**src/rtl/rv_pkg.sv**
```systemverilog
// Shared RV32I front-end types: address/instruction words, IF/ID payload, valid-bit states.
// Latency: n/a (types, constants and a pure combinational helper only).
// Backpressure: n/a.
package rv_pkg;

  typedef logic [31:0] addr_t;
  typedef logic [31:0] instr_t;

  // Boot address; also the base of the instruction ROM window.
  localparam addr_t  RESET_VECTOR_DEF = 32'hBFC0_0000;
  // ROM window size in bytes.
  localparam int     ROM_BYTES_DEF    = 4096;
  // addi x0,x0,0 -- the canonical bubble.
  localparam instr_t NOP_INSTR_DEF    = 32'h0000_0013;

  // Contents of the IF/ID pipeline register.
  typedef struct packed {
    instr_t instr;
    addr_t  pc;
    addr_t  pc_plus4;
    logic   valid;
  } if_id_t;

  // The only state machine in the fetch stage: whether IF/ID holds a real instruction.
  typedef enum logic {
    ID_EMPTY = 1'b0,
    ID_FULL  = 1'b1
  } id_state_e;

  // Inclusive unsigned range check; 'last' is the address of the final word in the window.
  function automatic logic addr_in_window(input addr_t a, input addr_t base, input addr_t last);
    return (a >= base) && (a <= last);
  endfunction

endpackage

```
**src/rtl/if_id_reg.sv**
```systemverilog
// IF/ID pipeline register with load, flush and hold controls; resets to a NOP bubble.
// Latency: 1 cycle from d to q when load is high.
// Backpressure: load low holds every field; flush beats load and empties the register.
import rv_pkg::*;

module if_id_reg #(
  parameter instr_t NOP_INSTR = NOP_INSTR_DEF
) (
  input  logic   clk,
  input  logic   rst,
  input  logic   load,
  input  logic   flush,
  input  if_id_t d,
  output if_id_t q
);

  id_state_e state;
  id_state_e state_nxt;
  instr_t    instr_q;
  addr_t     pc_q;
  addr_t     pc_plus4_q;

  // Valid-bit state register.
  always_ff @(posedge clk) begin
    if (rst) begin
      state <= ID_EMPTY;
    end else begin
      state <= state_nxt;
    end
  end

  // Valid-bit next state: flush empties, load follows the incoming valid, otherwise hold.
  always_comb begin
    state_nxt = state;
    if (flush) begin
      state_nxt = ID_EMPTY;
    end else if (load) begin
      state_nxt = d.valid ? ID_FULL : ID_EMPTY;
    end
  end

  // Payload fields; a flush only needs to turn the instruction into a bubble, the PCs are don't-care.
  always_ff @(posedge clk) begin
    if (rst) begin
      instr_q    <= NOP_INSTR;
      pc_q       <= '0;
      pc_plus4_q <= '0;
    end else if (flush) begin
      instr_q    <= NOP_INSTR;
    end else if (load) begin
      instr_q    <= d.instr;
      pc_q       <= d.pc;
      pc_plus4_q <= d.pc_plus4;
    end
  end

  assign q = '{instr: instr_q, pc: pc_q, pc_plus4: pc_plus4_q, valid: (state == ID_FULL)};

endmodule

```
**src/rtl/fetch_stage.sv**
```systemverilog
// IF stage: owns the PC, drives the combinational ROM address and loads IF/ID with the fetched word.
// Latency: instruction and its PC appear on the id_* outputs one cycle after the PC is presented.
// Backpressure: stall_i freezes PC, IF/ID and the fault flag; redirect_i overrides stall and flushes IF/ID.
import rv_pkg::*;

module fetch_stage #(
  parameter addr_t  RESET_VECTOR = RESET_VECTOR_DEF,
  parameter int     ROM_BYTES    = ROM_BYTES_DEF,
  parameter instr_t NOP_INSTR    = NOP_INSTR_DEF
) (
  input  logic        clk,
  input  logic        rst,
  output logic [31:0] imem_addr_o,
  input  logic [31:0] imem_rd_i,
  input  logic        stall_i,
  input  logic        redirect_i,
  input  logic [31:0] redirect_pc_i,
  output logic [31:0] id_instr_o,
  output logic [31:0] id_pc_o,
  output logic [31:0] id_pc_plus4_o,
  output logic        id_valid_o,
  output logic        fetch_fault_o
);

  // Address of the last fetchable word in the ROM window.
  localparam addr_t WIN_LAST = RESET_VECTOR + addr_t'(ROM_BYTES) - 32'd4;

  addr_t  pc;
  addr_t  pc_nxt;
  addr_t  pc_plus4;
  addr_t  redirect_aligned;
  logic   redirect_misaligned;
  logic   in_window;
  logic   fault_q;
  if_id_t id_d;
  if_id_t id_q;

  // Wraps naturally at 2^32 with no flag.
  assign pc_plus4            = pc + 32'd4;
  assign redirect_aligned    = {redirect_pc_i[31:2], 2'b00};
  assign redirect_misaligned = |redirect_pc_i[1:0];
  assign in_window           = addr_in_window(pc, RESET_VECTOR, WIN_LAST);

  // Next-PC mux: redirect beats stall, stall beats sequential advance (reset handled in the register).
  always_comb begin
    pc_nxt = pc;
    if (redirect_i) begin
      pc_nxt = redirect_aligned;
    end else if (!stall_i) begin
      pc_nxt = pc_plus4;
    end
  end

  // PC register.
  always_ff @(posedge clk) begin
    if (rst) begin
      pc <= RESET_VECTOR;
    end else begin
      pc <= pc_nxt;
    end
  end

  // Fault flag: flags a misaligned redirect target, or an out-of-window fetch on advance; holds on stall.
  always_ff @(posedge clk) begin
    if (rst) begin
      fault_q <= 1'b0;
    end else if (redirect_i) begin
      fault_q <= redirect_misaligned;
    end else if (!stall_i) begin
      fault_q <= !in_window;
    end
  end

  // Out-of-window fetches become bubbles so garbage from the ROM bus never reaches decode.
  assign id_d = '{
    instr:    in_window ? imem_rd_i : NOP_INSTR,
    pc:       pc,
    pc_plus4: pc_plus4,
    valid:    in_window
  };

  if_id_reg #(
    .NOP_INSTR (NOP_INSTR)
  ) u_if_id_reg (
    .clk   (clk),
    .rst   (rst),
    .load  (!stall_i),
    .flush (redirect_i),
    .d     (id_d),
    .q     (id_q)
  );

  assign imem_addr_o   = pc;
  assign id_instr_o    = id_q.instr;
  assign id_pc_o       = id_q.pc;
  assign id_pc_plus4_o = id_q.pc_plus4;
  assign id_valid_o    = id_q.valid;
  assign fetch_fault_o = fault_q;

endmodule

```
**config.mk**
```make
export PLATFORM = sky130hd
export DESIGN_NAME = fetch_stage
export DESIGN_NICKNAME = d
export VERILOG_FILES = /design/src/rtl/rv_pkg.sv /design/src/rtl/if_id_reg.sv /design/src/rtl/fetch_stage.sv
export SDC_FILE = /design/constraint.sdc
export NUM_CORES = 1
export LEC_CHECK = 0
export CAP_MARGIN = 5
export CORE_MARGIN = 4
export CORE_UTILIZATION = 46
export CTS_CLUSTER_DIAMETER = 100
export DETAILED_ROUTE_END_ITERATION = 8
export PLACE_DENSITY_LB_ADDON = 0.08
export REMOVE_ABC_BUFFERS = 1
export SETUP_SLACK_MARGIN = 0.1
export SKIP_LAST_GASP = 1
export SLEW_MARGIN = 0
export SYNTH_ARGS = -nofsm -noshare
export SYNTH_HDL_FRONTEND = slang
export SYNTH_SLANG_ARGS = --single-unit
```
**constraint.sdc**
```tcl
create_clock -name clk -period 2.9 [get_ports clk]
set_input_delay 0.58 -clock clk [delete_from_list [all_inputs] [get_ports clk]]
set_output_delay 0.58 -clock clk [all_outputs]
set_load 0.02 [all_outputs]
```
==> flow_summary.ini <==
[worst_setup_path]
startpoint_type = flip-flop
crit_path_cell_trace = clkdlybuf4s50_1
cp.required_ns = 2.32
slowest_delay_ns = 0.73
worstPathArrival_ns = 1.89
cp_max_fo = 11
crit_family = flip-flops
crit_type = reg -> out
crit_path_top_delay_cell = dfxtp_1
crit_buf_inv = 1
worst_setup_path_end_kind = output port

[floorplanning]
rows = 41
die_area_sq_um = 14900
fp.dieW_microns = 122
die_h_microns = 122
ios = 198
start_util = 0.473
core_sq_um = 12700

[detailed_routing]
first_iter_violations = 475
wl_per_cell_microns = 17.9
vias_per_cell = 5.73
drt_wl_total_microns = 18400
first_pass_iters = 6
ant_nets = 0
drc = 0
via_count = 5883

[global_routing]
grt_usage = 0.245
grt_pass1_vias = 5600
grt_max_degree = 52
grt_pass1_wl_microns = 29000
grt_overflow = 0
antenna_found_initial = 0

[clocking]
post_cts_buffers = 0
ctsResizeCount = 0
cts_root_buffer = clkbuf_16
clk_pin_slew_ns = 0.05
cts_num_sinks = 124
cts_tree = done
postCtsHoldBufs = 0
worstSkewPairLatency_ns = 0.41
numCtsBuffers = 17
htreeDepth = 4
cts_buffer_depth = 2

[layout]
utilization = 0.670
final_common_cell = clkdlybuf4s50_1
drive_gt1_frac = 0.0867
area_growth_pct = 41.8
final_cell_mix = 189 x clkdlybuf4s50_1, 124 x dfxtp_1, 83 x nor2_1
fillers = 1054
layout.nets = 911
antenna_cells = 0

[sta]
hold_viol = 0
fin_worst_skew_ns = 0.00516
setup_viol_count_final = 0
clock.fmax_mhz = 406
grt_setup_unrepaired = false
slew_violations = 0
slew_headroom = 0.459
whs_ns = 0.456
fin_crit_sh = 0.850
finalWorstPathRequiredPeriod_ns = 2.47
worst_pin_slew_ns = 0.805

[power_and_ir_drop]
p_sw_mw = 1.23
vdd_ir_drop_max_uv = 317
power_leakage_nw = 2.86
swShare = 0.240
power_frac_seq = 0.368
p_per_area_nw_per_um2 = 602
p_clk_frac = 0.499
combinationalPowerShare = 0.133
internal_power_mw = 3.88

[synth]
synth_area_leaders = dfxtp_1 41%, nor2_1 5.3%, buf_4 4.8%, nand2_1 4.4%, a32oi_1 4.2%
ys_ff_latch = 124
yosys_warnings = 0
synthAdderAreaFrac = 0.00418
synth_top_area_cell = dfxtp_1
synthFlopType = dfxtp_1
synthSimpleGateAreaFrac = 0.252
syn_area_sq_um = 5990
synth_edf_count = 0
syn_avg_cell_area_sq_um = 8.44
synth_mux_area_frac = 0.00167
syn_inst = 710
async_flop_share = 0
synth_top_family_by_area = simple AND/OR/NAND/NOR gates
synth_xor_xnor_area_share = 0.0366
seq_area_frac_synth = 0.414
synth_compound_area_frac = 0.189
synth_top_area_frac = 0.414
ys_types = 59

[placement]
post-dp-hpwl_microns = 12700
portBuffers = 191
place_congestion = 0.853

[min_path]
min-delay-path-class = reg -> reg

[outcome]
status = completed

[run]
maxCapViolCount = 0
[worst reg2reg max path, cell delays in order, from the launching register on]
cell and delay [ns]:
dfxtp_1 0.73, nand4_4 0.20, or3_1 0.57, or4_1 0.52
a311oi_1 0.25
[path summary, 6_finish.rpt]
path                                     start                           endpoint  slack [ns]  depth (start not counted)
max reg2reg       imem_addr_o[13]$_SDFFE_PP0P_       imem_addr_o[20]$_SDFFE_PP0P_        0.53                          4
max               imem_addr_o[13]$_SDFFE_PP0P_                    imem_addr_o[13]        0.43                          1
min reg2reg  u_if_id_reg.pc_q[12]$_SDFFE_PP0P_  u_if_id_reg.pc_q[12]$_SDFFE_PP0P_        0.46                          2
min          u_if_id_reg.pc_q[12]$_SDFFE_PP0P_  u_if_id_reg.pc_q[12]$_SDFFE_PP0P_        0.46                          2
[cell type report]
cell class | count | area [sq um] | area share
Tap cell | 172 | 215 | 0.0253
Clock buffer | 21 | 480 | 0.0566
Sequential cell | 124 | 2480 | 0.292
Timing Repair Buffer | 217 | 2120 | 0.250
Multi-Input combinational cell | 474 | 2930 | 0.345
Clock inverter | 11 | 235 | 0.0277
Inverter | 7 | 26.3 | 0.00309
[routing by layer]
metal  GRT usage  part of all wire  vias up
met3      0.0850             0.087       26
met5           0                 0        -
met2       0.394              0.48      229
met4      0.0735             0.014        0
li1            -                 -     2808
met1       0.310              0.42     2820
[metrics by stage]
stage	instance area (sq um)	setup slack, ns	TNS, ns	total power, mW	cells
after floorplan	5430	-0.921	-37.72	2.20	605
after global placement	7770	0.350	0	2.58	994
after detailed placement	7770	0.248	0	2.59	994
after CTS	8490	0.429	0	5.15	1026
after global routing	8490	0.396	0	5.29	1026
final	8490	0.435	0	5.11	1026
[synth_stat cells (4+ instances only)]
library cell / count
buf_2: 11
o31ai_1: 7
inv_1: 7
nor3b_1: 9
and3_1: 4
a311oi_1: 23
nand2_1: 71
nor3_1: 18
and4_1: 7
o21ai_0: 10
dfxtp_1: 124
a21oi_1: 38
or4_1: 6
clkbuf_1: 49
nor2_1: 84
a211oi_1: 27
xnor2_1: 19
a2111oi_0: 5
nand3_1: 13
buf_4: 38
nand2b_1: 5
a32oi_1: 29
nand3b_1: 4
buf_1: 8
nand4_1: 11
nor4_1: 21
or3_1: 11
xor2_1: 6
[power groups by stage]
| stage | combinational (mW) | clock, mW | sequential (mW) |
|---|---|---|---|
| floorplan | 0.211 | 0 | 1.99 |
| global placement | 0.668 | 0 | 1.91 |
| detailed placement | 0.676 | 0 | 1.91 |
| CTS | 0.679 | 2.59 | 1.88 |
| global route | 0.726 | 2.68 | 1.89 |
| finish | 0.678 | 2.55 | 1.88 |
[cell families (layout without fill, tap and decap cells)]
| logic type | Yosys count | after routing |
|---|---|---|
| and+or+nand+nor | 286 | 286 |
| xor gates and xnor gates | 25 | 25 |
| other | 1 | 6 |
| DFF | 124 | 124 |
| AOI/OAI and AO/OA | 154 | 154 |
| buffers and inverters | 117 | 256 |
| adders and majority gates | 2 | 2 |
| muxes | 1 | 1 |
[state kept, by name, indices dropped and copies added (netlist names)]
name	count
fetch_fault_o	1
imem_addr_o	30
u_if_id_reg.instr_q	32
u_if_id_reg.pc_plus4_q	30
u_if_id_reg.pc_q	30
u_if_id_reg.state	1
Power figures use the tool's default switching activity.
